<file path="src/rtl/gpsdo_pwm_pkg.sv">
// ----------------------------------------------------------------------------
// gpsdo_pwm_pkg
//   Shared definitions for the GPSDO OCXO tuning PWM duty path: duty word
//   width, PWM period, default duty limits, the sequencer FSM encoding and a
//   clamp helper that reports whether the request was pulled into range.
// ----------------------------------------------------------------------------
package gpsdo_pwm_pkg;

    localparam int DUTY_W        = 17;
    localparam int PWM_PERIOD    = 65535;
    localparam int DUTY_MIN_DEF  = 1;
    // The duty must stay strictly below the period so the output never sits
    // at a constant level.
    localparam int DUTY_MAX_DEF  = PWM_PERIOD - 1;
    localparam int MAX_STEP_DEF  = 256;
    localparam int DUTY_INIT_DEF = 32768;

    typedef logic signed [DUTY_W-1:0] duty_t;
    // One guard bit so target - current never overflows for clamped values.
    typedef logic signed [DUTY_W:0]   duty_diff_t;

    typedef enum logic {
        ST_IDLE  = 1'b0,
        ST_ARMED = 1'b1
    } seq_state_e;

    typedef struct packed {
        duty_t value;
        logic  clamped;
    } clamp_res_t;

    function automatic clamp_res_t clamp_duty(duty_t req, duty_t lo, duty_t hi);
        clamp_res_t res;
        res.value   = req;
        res.clamped = 1'b0;
        if (req < lo) begin
            res.value   = lo;
            res.clamped = 1'b1;
        end else if (req > hi) begin
            res.value   = hi;
            res.clamped = 1'b1;
        end
        return res;
    endfunction

endpackage

</file>
<file path="src/rtl/pwm_duty_sequencer_if.sv">
// ----------------------------------------------------------------------------
// pwm_duty_sequencer_if
//   Bundles the request, arbitration and status signals of the PWM duty
//   sequencer.
//   master : the requester side (loop filter, host, PWM period counter)
//   slave  : the duty sequencer
//   Signals:
//     PERIOD_START           1-cycle pulse when the PWM period counter wraps
//     HOST_Hold              1: host owns the duty, 0: loop filter owns it
//     LOOP_Valid/Duty/Ready  loop filter request handshake
//     HOST_Valid/Duty/Ready  host request handshake
//     PWM_Duty               applied duty word
//     UPD_Strobe             1-cycle pulse when PWM_Duty changes
//     SLEW_Active            duty is still moving toward the target
//     CLAMP_Flag             most recent accepted request was clamped
// ----------------------------------------------------------------------------
interface pwm_duty_sequencer_if;
    import gpsdo_pwm_pkg::*;

    logic  PERIOD_START;
    logic  HOST_Hold;
    logic  LOOP_Valid;
    duty_t LOOP_Duty;
    logic  LOOP_Ready;
    logic  HOST_Valid;
    duty_t HOST_Duty;
    logic  HOST_Ready;
    duty_t PWM_Duty;
    logic  UPD_Strobe;
    logic  SLEW_Active;
    logic  CLAMP_Flag;

    modport master (
        output PERIOD_START, HOST_Hold,
        output LOOP_Valid, LOOP_Duty,
        output HOST_Valid, HOST_Duty,
        input  LOOP_Ready, HOST_Ready,
        input  PWM_Duty, UPD_Strobe, SLEW_Active, CLAMP_Flag
    );

    modport slave (
        input  PERIOD_START, HOST_Hold,
        input  LOOP_Valid, LOOP_Duty,
        input  HOST_Valid, HOST_Duty,
        output LOOP_Ready, HOST_Ready,
        output PWM_Duty, UPD_Strobe, SLEW_Active, CLAMP_Flag
    );

endinterface

</file>
<file path="src/rtl/duty_step_calc.sv">
// ----------------------------------------------------------------------------
// duty_step_calc
//   Combinational single-period slew step: moves cur toward target by at most
//   MAX_STEP and never past the target.
//   Ports:
//     cur     in   current applied duty
//     target  in   duty being slewed toward
//     nxt     out  duty to apply for the next period
//     done    out  nxt equals target
// ----------------------------------------------------------------------------
module duty_step_calc
    import gpsdo_pwm_pkg::*;
#(
    parameter int MAX_STEP = MAX_STEP_DEF
) (
    input  duty_t cur,
    input  duty_t target,
    output duty_t nxt,
    output logic  done
);

    localparam duty_diff_t STEP = duty_diff_t'(MAX_STEP);

    duty_diff_t cur_w;
    duty_diff_t tgt_w;
    duty_diff_t diff;
    duty_diff_t nxt_w;

    always_comb begin
        cur_w = {cur[DUTY_W-1], cur};
        tgt_w = {target[DUTY_W-1], target};
        diff  = tgt_w - cur_w;
        if (diff > STEP) begin
            nxt_w = cur_w + STEP;
        end else if (diff < -STEP) begin
            nxt_w = cur_w - STEP;
        end else begin
            // Within one step: land exactly on the target, no overshoot.
            nxt_w = tgt_w;
        end
        nxt  = nxt_w[DUTY_W-1:0];
        done = (nxt_w == tgt_w);
    end

endmodule

</file>
<file path="src/rtl/pwm_duty_sequencer.sv">
// ----------------------------------------------------------------------------
// pwm_duty_sequencer
//   Owns the OCXO tuning PWM duty word. Arbitrates between the loop filter and
//   the host (HOST_Hold), clamps accepted requests to [DUTY_MIN, DUTY_MAX] and
//   slews the applied duty toward the target by at most MAX_STEP, changing it
//   only on PWM period boundaries.
//   Ports:
//     CLK_SYS   in   system clock
//     CLK_RST   in   asynchronous active-low reset
//     bus       slave side of pwm_duty_sequencer_if (requests and status)
// ----------------------------------------------------------------------------
module pwm_duty_sequencer
    import gpsdo_pwm_pkg::*;
#(
    parameter int DUTY_MIN  = DUTY_MIN_DEF,
    parameter int DUTY_MAX  = DUTY_MAX_DEF,
    parameter int MAX_STEP  = MAX_STEP_DEF,
    parameter int DUTY_INIT = DUTY_INIT_DEF
) (
    input  logic                 CLK_SYS,
    input  logic                 CLK_RST,
    pwm_duty_sequencer_if.slave  bus
);

    localparam duty_t DUTY_MIN_C  = duty_t'(DUTY_MIN);
    localparam duty_t DUTY_MAX_C  = duty_t'(DUTY_MAX);
    localparam duty_t DUTY_INIT_C = duty_t'(DUTY_INIT);

    seq_state_e state_q, state_d;
    duty_t      duty_q, duty_d;
    duty_t      target_q, target_d;
    logic       upd_q, upd_d;
    logic       clamp_q, clamp_d;

    logic       loop_ready;
    logic       host_ready;
    logic       accept;
    duty_t      owner_req;
    clamp_res_t req_clamp;
    duty_t      step_nxt;
    logic       step_done;

    // Ownership is purely combinational; the non-owner is simply never ready,
    // so its requests are dropped rather than queued.
    assign loop_ready = ~bus.HOST_Hold;
    assign host_ready =  bus.HOST_Hold;
    assign accept     = (bus.LOOP_Valid & loop_ready) | (bus.HOST_Valid & host_ready);
    assign owner_req  = bus.HOST_Hold ? bus.HOST_Duty : bus.LOOP_Duty;
    assign req_clamp  = clamp_duty(owner_req, DUTY_MIN_C, DUTY_MAX_C);

    // The step always works from the registered (old) target, so an accept on
    // the same cycle as PERIOD_START only takes effect from the next boundary.
    duty_step_calc #(
        .MAX_STEP (MAX_STEP)
    ) u_step (
        .cur    (duty_q),
        .target (target_q),
        .nxt    (step_nxt),
        .done   (step_done)
    );

    always_comb begin
        // NOTE: every signal gets a default before any branch so no path can
        // leave it unassigned and infer a latch.
        state_d  = state_q;
        duty_d   = duty_q;
        target_d = target_q;
        upd_d    = 1'b0;
        clamp_d  = clamp_q;

        if (accept) begin
            target_d = req_clamp.value;
            clamp_d  = req_clamp.clamped;
        end

        case (state_q)
            ST_IDLE: begin
                // PERIOD_START is ignored here; arm once a new target is latched.
                if (target_q != duty_q) begin
                    state_d = ST_ARMED;
                end
            end
            ST_ARMED: begin
                if (bus.PERIOD_START) begin
                    duty_d = step_nxt;
                    upd_d  = (step_nxt != duty_q);
                end
                if (accept) begin
                    // A retarget decides against the duty that will be applied,
                    // including a retarget onto the current duty (no step needed).
                    state_d = (target_d != duty_d) ? ST_ARMED : ST_IDLE;
                end else if (bus.PERIOD_START ? step_done : (target_q == duty_q)) begin
                    state_d = ST_IDLE;
                end
            end
            default: state_d = ST_IDLE;
        endcase
    end

    // NOTE: sequential state uses non-blocking assignments so every flop
    // samples the pre-edge values computed above.
    always_ff @(posedge CLK_SYS or negedge CLK_RST) begin
        if (!CLK_RST) begin
            state_q  <= ST_IDLE;
            duty_q   <= DUTY_INIT_C;
            target_q <= DUTY_INIT_C;
            upd_q    <= 1'b0;
            clamp_q  <= 1'b0;
        end else begin
            state_q  <= state_d;
            duty_q   <= duty_d;
            target_q <= target_d;
            upd_q    <= upd_d;
            clamp_q  <= clamp_d;
        end
    end

    assign bus.LOOP_Ready  = loop_ready;
    assign bus.HOST_Ready  = host_ready;
    assign bus.PWM_Duty    = duty_q;
    assign bus.UPD_Strobe  = upd_q;
    assign bus.SLEW_Active = (state_q == ST_ARMED);
    assign bus.CLAMP_Flag  = clamp_q;

endmodule

</file>
<file path="src/flat_wrapper.sv">
// flat-port wrapper written by rule: the top's interface ports become plain ports
module pwm_duty_sequencer_flat import gpsdo_pwm_pkg::*;
#(
    parameter int DUTY_MIN  = DUTY_MIN_DEF,
    parameter int DUTY_MAX  = DUTY_MAX_DEF,
    parameter int MAX_STEP  = MAX_STEP_DEF,
    parameter int DUTY_INIT = DUTY_INIT_DEF
)
  (CLK_SYS, CLK_RST, bus_PERIOD_START, bus_HOST_Hold, bus_LOOP_Valid, bus_LOOP_Duty, bus_HOST_Valid, bus_HOST_Duty, bus_LOOP_Ready, bus_HOST_Ready, bus_PWM_Duty, bus_UPD_Strobe, bus_SLEW_Active, bus_CLAMP_Flag);
  pwm_duty_sequencer_if bus_i ();
  input  logic CLK_SYS;
  input  logic CLK_RST;
  input wire logic [$bits(bus_i.PERIOD_START)-1:0] bus_PERIOD_START;
  input wire logic [$bits(bus_i.HOST_Hold)-1:0] bus_HOST_Hold;
  input wire logic [$bits(bus_i.LOOP_Valid)-1:0] bus_LOOP_Valid;
  input wire logic [$bits(bus_i.LOOP_Duty)-1:0] bus_LOOP_Duty;
  input wire logic [$bits(bus_i.HOST_Valid)-1:0] bus_HOST_Valid;
  input wire logic [$bits(bus_i.HOST_Duty)-1:0] bus_HOST_Duty;
  output wire logic [$bits(bus_i.LOOP_Ready)-1:0] bus_LOOP_Ready;
  output wire logic [$bits(bus_i.HOST_Ready)-1:0] bus_HOST_Ready;
  output wire logic [$bits(bus_i.PWM_Duty)-1:0] bus_PWM_Duty;
  output wire logic [$bits(bus_i.UPD_Strobe)-1:0] bus_UPD_Strobe;
  output wire logic [$bits(bus_i.SLEW_Active)-1:0] bus_SLEW_Active;
  output wire logic [$bits(bus_i.CLAMP_Flag)-1:0] bus_CLAMP_Flag;
  assign bus_i.PERIOD_START = bus_PERIOD_START;
  assign bus_i.HOST_Hold = bus_HOST_Hold;
  assign bus_i.LOOP_Valid = bus_LOOP_Valid;
  assign bus_i.LOOP_Duty = bus_LOOP_Duty;
  assign bus_i.HOST_Valid = bus_HOST_Valid;
  assign bus_i.HOST_Duty = bus_HOST_Duty;
  assign bus_LOOP_Ready = bus_i.LOOP_Ready;
  assign bus_HOST_Ready = bus_i.HOST_Ready;
  assign bus_PWM_Duty = bus_i.PWM_Duty;
  assign bus_UPD_Strobe = bus_i.UPD_Strobe;
  assign bus_SLEW_Active = bus_i.SLEW_Active;
  assign bus_CLAMP_Flag = bus_i.CLAMP_Flag;
  pwm_duty_sequencer #(.DUTY_MIN(DUTY_MIN), .DUTY_MAX(DUTY_MAX), .MAX_STEP(MAX_STEP), .DUTY_INIT(DUTY_INIT)) u_core (.CLK_SYS(CLK_SYS), .CLK_RST(CLK_RST), .bus(bus_i));
endmodule
</file>
<file path="config.mk">
export PLATFORM = sky130hd
export DESIGN_NAME = pwm_duty_sequencer_flat
export DESIGN_NICKNAME = d
export VERILOG_FILES = /design/src/rtl/gpsdo_pwm_pkg.sv /design/src/rtl/pwm_duty_sequencer_if.sv /design/src/rtl/duty_step_calc.sv /design/src/rtl/pwm_duty_sequencer.sv /design/src/flat_wrapper.sv
export SDC_FILE = /design/constraint.sdc
export NUM_CORES = 1
export LEC_CHECK = 0
export CORE_ASPECT_RATIO = 1.25
export CORE_UTILIZATION = 52
export DETAILED_ROUTE_END_ITERATION = 7
export PLACE_DENSITY = 0.76
export SYNTH_ARGS = -nofsm -noshare
export SYNTH_HDL_FRONTEND = slang
export SYNTH_HIERARCHICAL = 1
export SYNTH_SLANG_ARGS = --single-unit
</file>
<file path="constraint.sdc">
create_clock -name CLK_SYS -period 5.1 [get_ports CLK_SYS]
set_input_delay 1.53 -clock CLK_SYS [delete_from_list [all_inputs] [get_ports CLK_SYS]]
set_output_delay 1.53 -clock CLK_SYS [all_outputs]
set_load 0.02 [all_outputs]
</file>
======== After elaboration in Yosys (flattened, before gate mapping) ========
Index checks and enable logic that the tools add are counted.
word-level totals
  register bits ........................... 37
  logic and storage cells ................. 38
  input port bits ......................... 40
cells by class
  muxes and demuxes ....................... 16
  add/subtract/negate cells ............... 3
  bitwise gates (word level) .............. 5
  order comparisons ....................... 4
  equal/unequal tests ..................... 5
operator list
  kind                      count
  $mux W18                  4
  $mux W17                  4
  $ne A17 B17 Y1            3
  $add A17 B10 Y18 const B  1
  $eq A18 B17 Y1            1
  $gt A18 B10 Y1 const B    1
  $lt A18 B9 Y1 const B     1
  $sub A17 B10 Y18 const B  1
  $sub A17 B17 Y18          1
  $eq A17 B17 Y1            1
  $gt A17 B17 Y1 const B    1
  $lt A17 B2 Y1 const B     1
  $mux W1                   7
  $and A1 B1 Y1             2
  $not A1 Y1                2
  $pmux W1 S2               1
  $or A1 B1 Y1              1

======== Longest topological paths before layout ========
  depth in word-level cells ............... 10
  mapped depth ............................ 22
  mapped depth without buffers ............ 21

======== Hierarchy ========
Netlist, hierarchy kept.
by module, submodules not included
  module              area an instance (µm²)  cells an instance  seq. area each (µm²)  instances
  pwm_duty_sequencer  2,633.8                 263                928.4                 1
  duty_step_calc      2,075.7                 306                0.0                   1

======== Worst setup path after synthesis ========
Ideal clock, no wire load.
  kind .................................... flip-flop to flip-flop
  start ................................... reg u_core.duty_q[0], in the netlist u_core/bus.PWM_Duty[0]
  end ..................................... reg u_core.state_q, in the netlist u_core/bus.SLEW_Active
  clock period less this slack ............ 5,475 ps
  arrival time ............................ 5,337 ps
  setup time .............................. 138 ps
  buffers on the path ..................... 1
  path slack .............................. -375 ps
  data required time ...................... 4,962 ps
  cell stages (with the launch flop) ...... 21
  cells stage by stage .................... dfrtp_1 > ha_1 > inv_1 > fa_1 > a211oi_1 > o211ai_2 > a211oi_1 > o21ai_0 > a2111oi_4 > nor4b_4 > nand2_1 > o21ai_2 > clkbuf_1 > a21boi_0 > mux2i_1 > nand2b_1 > nand3_1 > or4_1 > or4_1 > a2111oi_2 > a31oi_1
on the way
  word-level cells in the longest chain between the ends .. 10
  elaborated cells between the ends (all ways) .. 19
RTL lines
  what                     line                       RTL
  start, declared          pwm_duty_sequencer.sv:30   duty_t duty_q, duty_d;
  start signal, assigned   pwm_duty_sequencer.sv:111  duty_q <= duty_d;
  $sub A17 B17 Y18         duty_step_calc.sv:32       diff = tgt_w - cur_w;
  $lt A18 B9 Y1            duty_step_calc.sv:35       end else if (diff < -STEP) begin
  $mux W18                 duty_step_calc.sv:35
  $mux W18 (*)             duty_step_calc.sv:33       if (diff > STEP) begin
  via u_core.step_nxt[14]  pwm_duty_sequencer.sv:40   duty_t step_nxt;
  $mux W17                 pwm_duty_sequencer.sv:84   if (bus.PERIOD_START) begin
  $mux W17                 pwm_duty_sequencer.sv:76   case (state_q)
  $ne A17 B17 Y1           pwm_duty_sequencer.sv:91   state_d = (target_d != duty_d) ? ST_ARMED : ST_IDLE;
  $mux W1                  pwm_duty_sequencer.sv:91
  $mux W1 (*)              pwm_duty_sequencer.sv:88   if (accept) begin
  $pmux W1 S2 (*)          pwm_duty_sequencer.sv:76
  via u_core.state_d       pwm_duty_sequencer.sv:29   seq_state_e state_q, state_d;
  end signal, assigned     pwm_duty_sequencer.sv:110  state_q <= state_d;
  end, declared            pwm_duty_sequencer.sv:29
Mark *: on every way through the listed nets, which the timed path passes. The rest lies on a longest branch. The select of a mux whose other input is x is not followed.
A chain may end at the register's enable or synchronous reset.

======== Worst setup path in the final report ========
  start ................................... reg u_core.target_q[0]
  end ..................................... reg u_core.state_q, in the netlist u_core/bus.SLEW_Active
on the way
  word-level cells in the longest chain between the ends .. 10
  elaborated cells between the ends (all ways) .. 18
RTL lines
  what                     line                       RTL
  start, declared          pwm_duty_sequencer.sv:31   duty_t target_q, target_d;
  start signal, assigned   pwm_duty_sequencer.sv:112  target_q <= target_d;
  $sub A17 B17 Y18 (*)     duty_step_calc.sv:32
  $lt A18 B9 Y1            duty_step_calc.sv:35
  $mux W18                 duty_step_calc.sv:35
  $mux W18 (*)             duty_step_calc.sv:33
  via u_core.step_nxt[11]  pwm_duty_sequencer.sv:40
  $mux W17                 pwm_duty_sequencer.sv:84
  $mux W17                 pwm_duty_sequencer.sv:76
  $ne A17 B17 Y1           pwm_duty_sequencer.sv:91
  $mux W1                  pwm_duty_sequencer.sv:91
  $mux W1 (*)              pwm_duty_sequencer.sv:88
  $pmux W1 S2 (*)          pwm_duty_sequencer.sv:76
  via u_core.state_d       pwm_duty_sequencer.sv:29
Marks and branches as above.

==> flow_summary.ini <==
[run_status]
status = finished, final reports clean

[setup_path]
startpoint_type = register
crit_start = u_core/target_q[0]
cp.arrival_ps = 5190
reg2reg_from = u_core/target_q[0]
endpoint_kind = register
r2r_slack_ps = 90
cp_slowest_cell = or4_4
critPathMaxFanout = 4
max_stage_delay_ps = 450
crit_family = compound AO/OA/AOI/OAI gates
cp_common_cell = a211oi_2
criticalPathCategory = register to register
worstPathRequired_ps = 5280
worstPathCellList = inv_1 > ha_2 > inv_2 > fa_2 > a211oi_4 > o211ai_2 > a211oi_2 > o21ai_2 > a2111oi_4 > nor4b_4 > buf_4 > a211oi_2 > a211oi_2 > o21ai_2 > a21o_1 > mux2i_2 > o221ai_1 > or4_1 > or4_4 > a2111oi_4 > a31oi_1
cp_num_buf_inv = 3

[power]
p_per_area_nw_per_um2 = 492
peakVddDrop_v = 0.000236
power_leakage_nw = 2.58

[timing]
whs_ps = 524
timing.fmax_mhz = 200
period_share_pct = 98.2
tns_ps = 0
rsz0062_at_grt = yes
slew_violations = 0
finClkSkew_ps = 9.65
maxSlewHeadroom_pct = 43.2
setup_viol = 0
tightest_slew_ps = 849
report.final.hold_viol_count = 0
period_needed_ps = 5010

[cts]
cts_buffer_depth = 2
clkTransAtPathRegs_ps = 80
cts_sinks = 37
cts_tree = done
htree_num_levels = 2
cts_made_buffers = 5
ctsHoldBuffers = 0
root_buffer = clkbuf_8
insertion_delay_ps = 310

[global_route]
first_global_vias = 4989
antenna_found_initial = 0
overflow = 0
grt_max_degree = 38
grt_usage_pct = 35.4
grt_pass1_wl_mm = 25.3

[synth]
syn_inst = 569
synth_cell_types = 80
synth_ff_type = dfrtp_1
yosys_warnings = 6
ys_seq_area_share_pct = 19.7
yosys.area.top_type = dfrtp_1
syn_area_per_cell_sq_um = 8.28
synthTopCellsByArea = dfrtp_1 19%, xnor2_1 8.4%, mux2_2 5.3%, ha_1 5.0%, mux2i_1 4.9%
synthArstFlopShare_pct = 100
synth_nets = 629
ys_ff_latch = 37
synth_area_sq_um = 4710
synth_edf_count = 0
yosysTopAreaCellShare_pct = 18.6

[route]
drc_errors = 0
postRouteWirelength_mm = 16.5
drtAntennaViolNets = 0
dr.pass1.iters = 5
vias = 5140
wl_per_cell_microns = 20.4
drt-initial-drc-count = 449
viasPerCell = 6.35

[place]
place.gp.congestion = 0.974
place_area_sq_um = 5850
dp_cells = 789
port_buffers = 61
dp_hpwl_mm = 12.9

[final_layout]
design_area_sq_um = 6150
multi_input_area_sq_um = 3660
drive_above_1_share_pct = 23.8
instances_no_fill = 810
antennaDiodeCount = 0
final_core_utilization_pct = 70.3
nets = 749
syn2layout_area_growth_pct = 30.7
seq_area_sq_um = 937
nFillCells = 719

[die]
die_h_microns = 108
placement_rows = 38
die_w_microns = 87.1
ios = 62
start_util_pct = 53.8
die_area_sq_um = 9440
coreArea_sq_um = 8750

[min_path]
min-delay-start = u_core/bus.CLAMP_Flag
min_path_type = register to register

[job]
maxCapViolCount = 0
-- worst min-delay path: stages, from the launching register on --
cell	delay (ps)
dfrtp_1	380
inv_1	50
a21oi_1	50
-- worst paths after layout --
check                                           to  cells after the start
max                         u_core/bus.SLEW_Active                     21
min                          u_core/bus.CLAMP_Flag                      2
max reg2reg                 u_core/bus.SLEW_Active                     21
min reg2reg                  u_core/bus.CLAMP_Flag                      2
max in group asynchronous  u_core/bus.PWM_Duty[13]                      1
min in group asynchronous    u_core/bus.UPD_Strobe                      1
-- metal layers --
metal,part of all wire [%],vias to the layer above,GRT usage (%)
li1,-,2354,-
met1,36,2402,38.8
met2,50,306,63.2
met3,7.2,78,5.95
met4,6.3,0,21.5
met5,0,-,0
-- report_power, final --
part           total [mW]  internal (mW)  switching [mW]  leakage (nW)
logic                2.42           1.07            1.35          2.09
clock network       0.209         0.0968           0.112        0.0385
registers           0.402          0.361          0.0412         0.454
total                3.03           1.53            1.50          2.58
-- layout make-up --
type	count	share of cell area, %
multi-input cells	474	59.4
repair buffers	140	19.7
flip-flops and latches	37	15.2
well taps	120	2.44
inverters	31	1.89
clock buffers	7	1.24
clock inverters	1	0.122
-- synth_stat cells (4+ instances only) --
cell type   n
a2111oi_0   4
a211o_1     4
a211oi_1    7
a21o_1      9
a21oi_1    26
a221oi_1    6
a22o_1      4
a22oi_1     8
and2_1      6
and3_1      5
buf_2       7
buf_6       4
clkbuf_1   11
dfrtp_1    35
ha_1       19
inv_1      31
mux2_2     22
mux2i_1    23
nand2_1    57
nand2b_1   10
nand3_1    18
nand4_1    13
nor2_1     23
nor2b_1     9
nor3_1     13
nor4_1      7
o211ai_1    9
o21a_1      5
o21ai_0    28
o21ai_1     4
o22ai_1     6
or4_1       6
xnor2_1    45
xor2_1     19
-- kinds of logic (layout without fill, tap and decap cells) --
group	Yosys count	after routing	share of synthesized area, %
simple gates	186	186	21.1
compound gates	155	155	24.8
xor+xnor	64	64	11.9
buf+inv	58	179	5.84
fa+ha+maj	20	20	5.47
flops	37	37	19.7
mux	49	49	11.2
-- metrics by stage --
stage	worst slack, ps	power, mW
final	92.3	3.03
after global routing	-103	3.21
after CTS	65.6	2.88
after detailed placement	-219	2.62
after global placement	-21.6	2.60
after floorplan	2.71	1.89
-- registers in the layout (all words and copies together), names as in the netlist --
| name | count |
|---|---|
| u_core/bus.UPD_Strobe | 1 |
| u_core/bus.CLAMP_Flag | 1 |
| u_core/target_q | 17 |
| u_core/bus.SLEW_Active | 1 |
| u_core/bus.PWM_Duty | 17 |
-- timing repair --
action,CTS,global route
pin swaps,3,21
hold endpoints to repair,0,0
gates resized for setup,7,26
setup buffers,5,9
endpoints found under the setup margin,1,2
-- cells in the final DEF, fill, tap and decap left out, types with 4 or more instances in the layout --
cell | netlist | final
buf_4 | 2 | 77
clkdlybuf4s50_1 | 0 | 60
nand2_1 | 57 | 56
xnor2_1 | 45 | 43
inv_1 | 31 | 30
dfrtp_1 | 35 | 28
o21ai_0 | 28 | 24
nor2_1 | 23 | 23
a21oi_1 | 26 | 23
mux2i_1 | 23 | 22
mux2_2 | 22 | 22
xor2_1 | 19 | 19
nand3_1 | 18 | 18
ha_1 | 19 | 17
nor3_1 | 13 | 13
nand4_1 | 13 | 13
nand2b_1 | 10 | 10
o211ai_1 | 9 | 9
a21o_1 | 9 | 9
nor2b_1 | 9 | 8
nor4_1 | 7 | 7
a22oi_1 | 8 | 7
dfrtp_2 | 0 | 7
o22ai_1 | 6 | 6
o21ai_1 | 4 | 6
and2_1 | 6 | 6
clkbuf_8 | 0 | 5
o21a_1 | 5 | 5
and3_1 | 5 | 5
or4_1 | 6 | 4
a22o_1 | 4 | 4
a21oi_2 | 1 | 4
a2111oi_4 | 3 | 4
a211o_1 | 4 | 4
a221oi_1 | 6 | 4
Note: power is estimated with default switching activity, not from simulation.
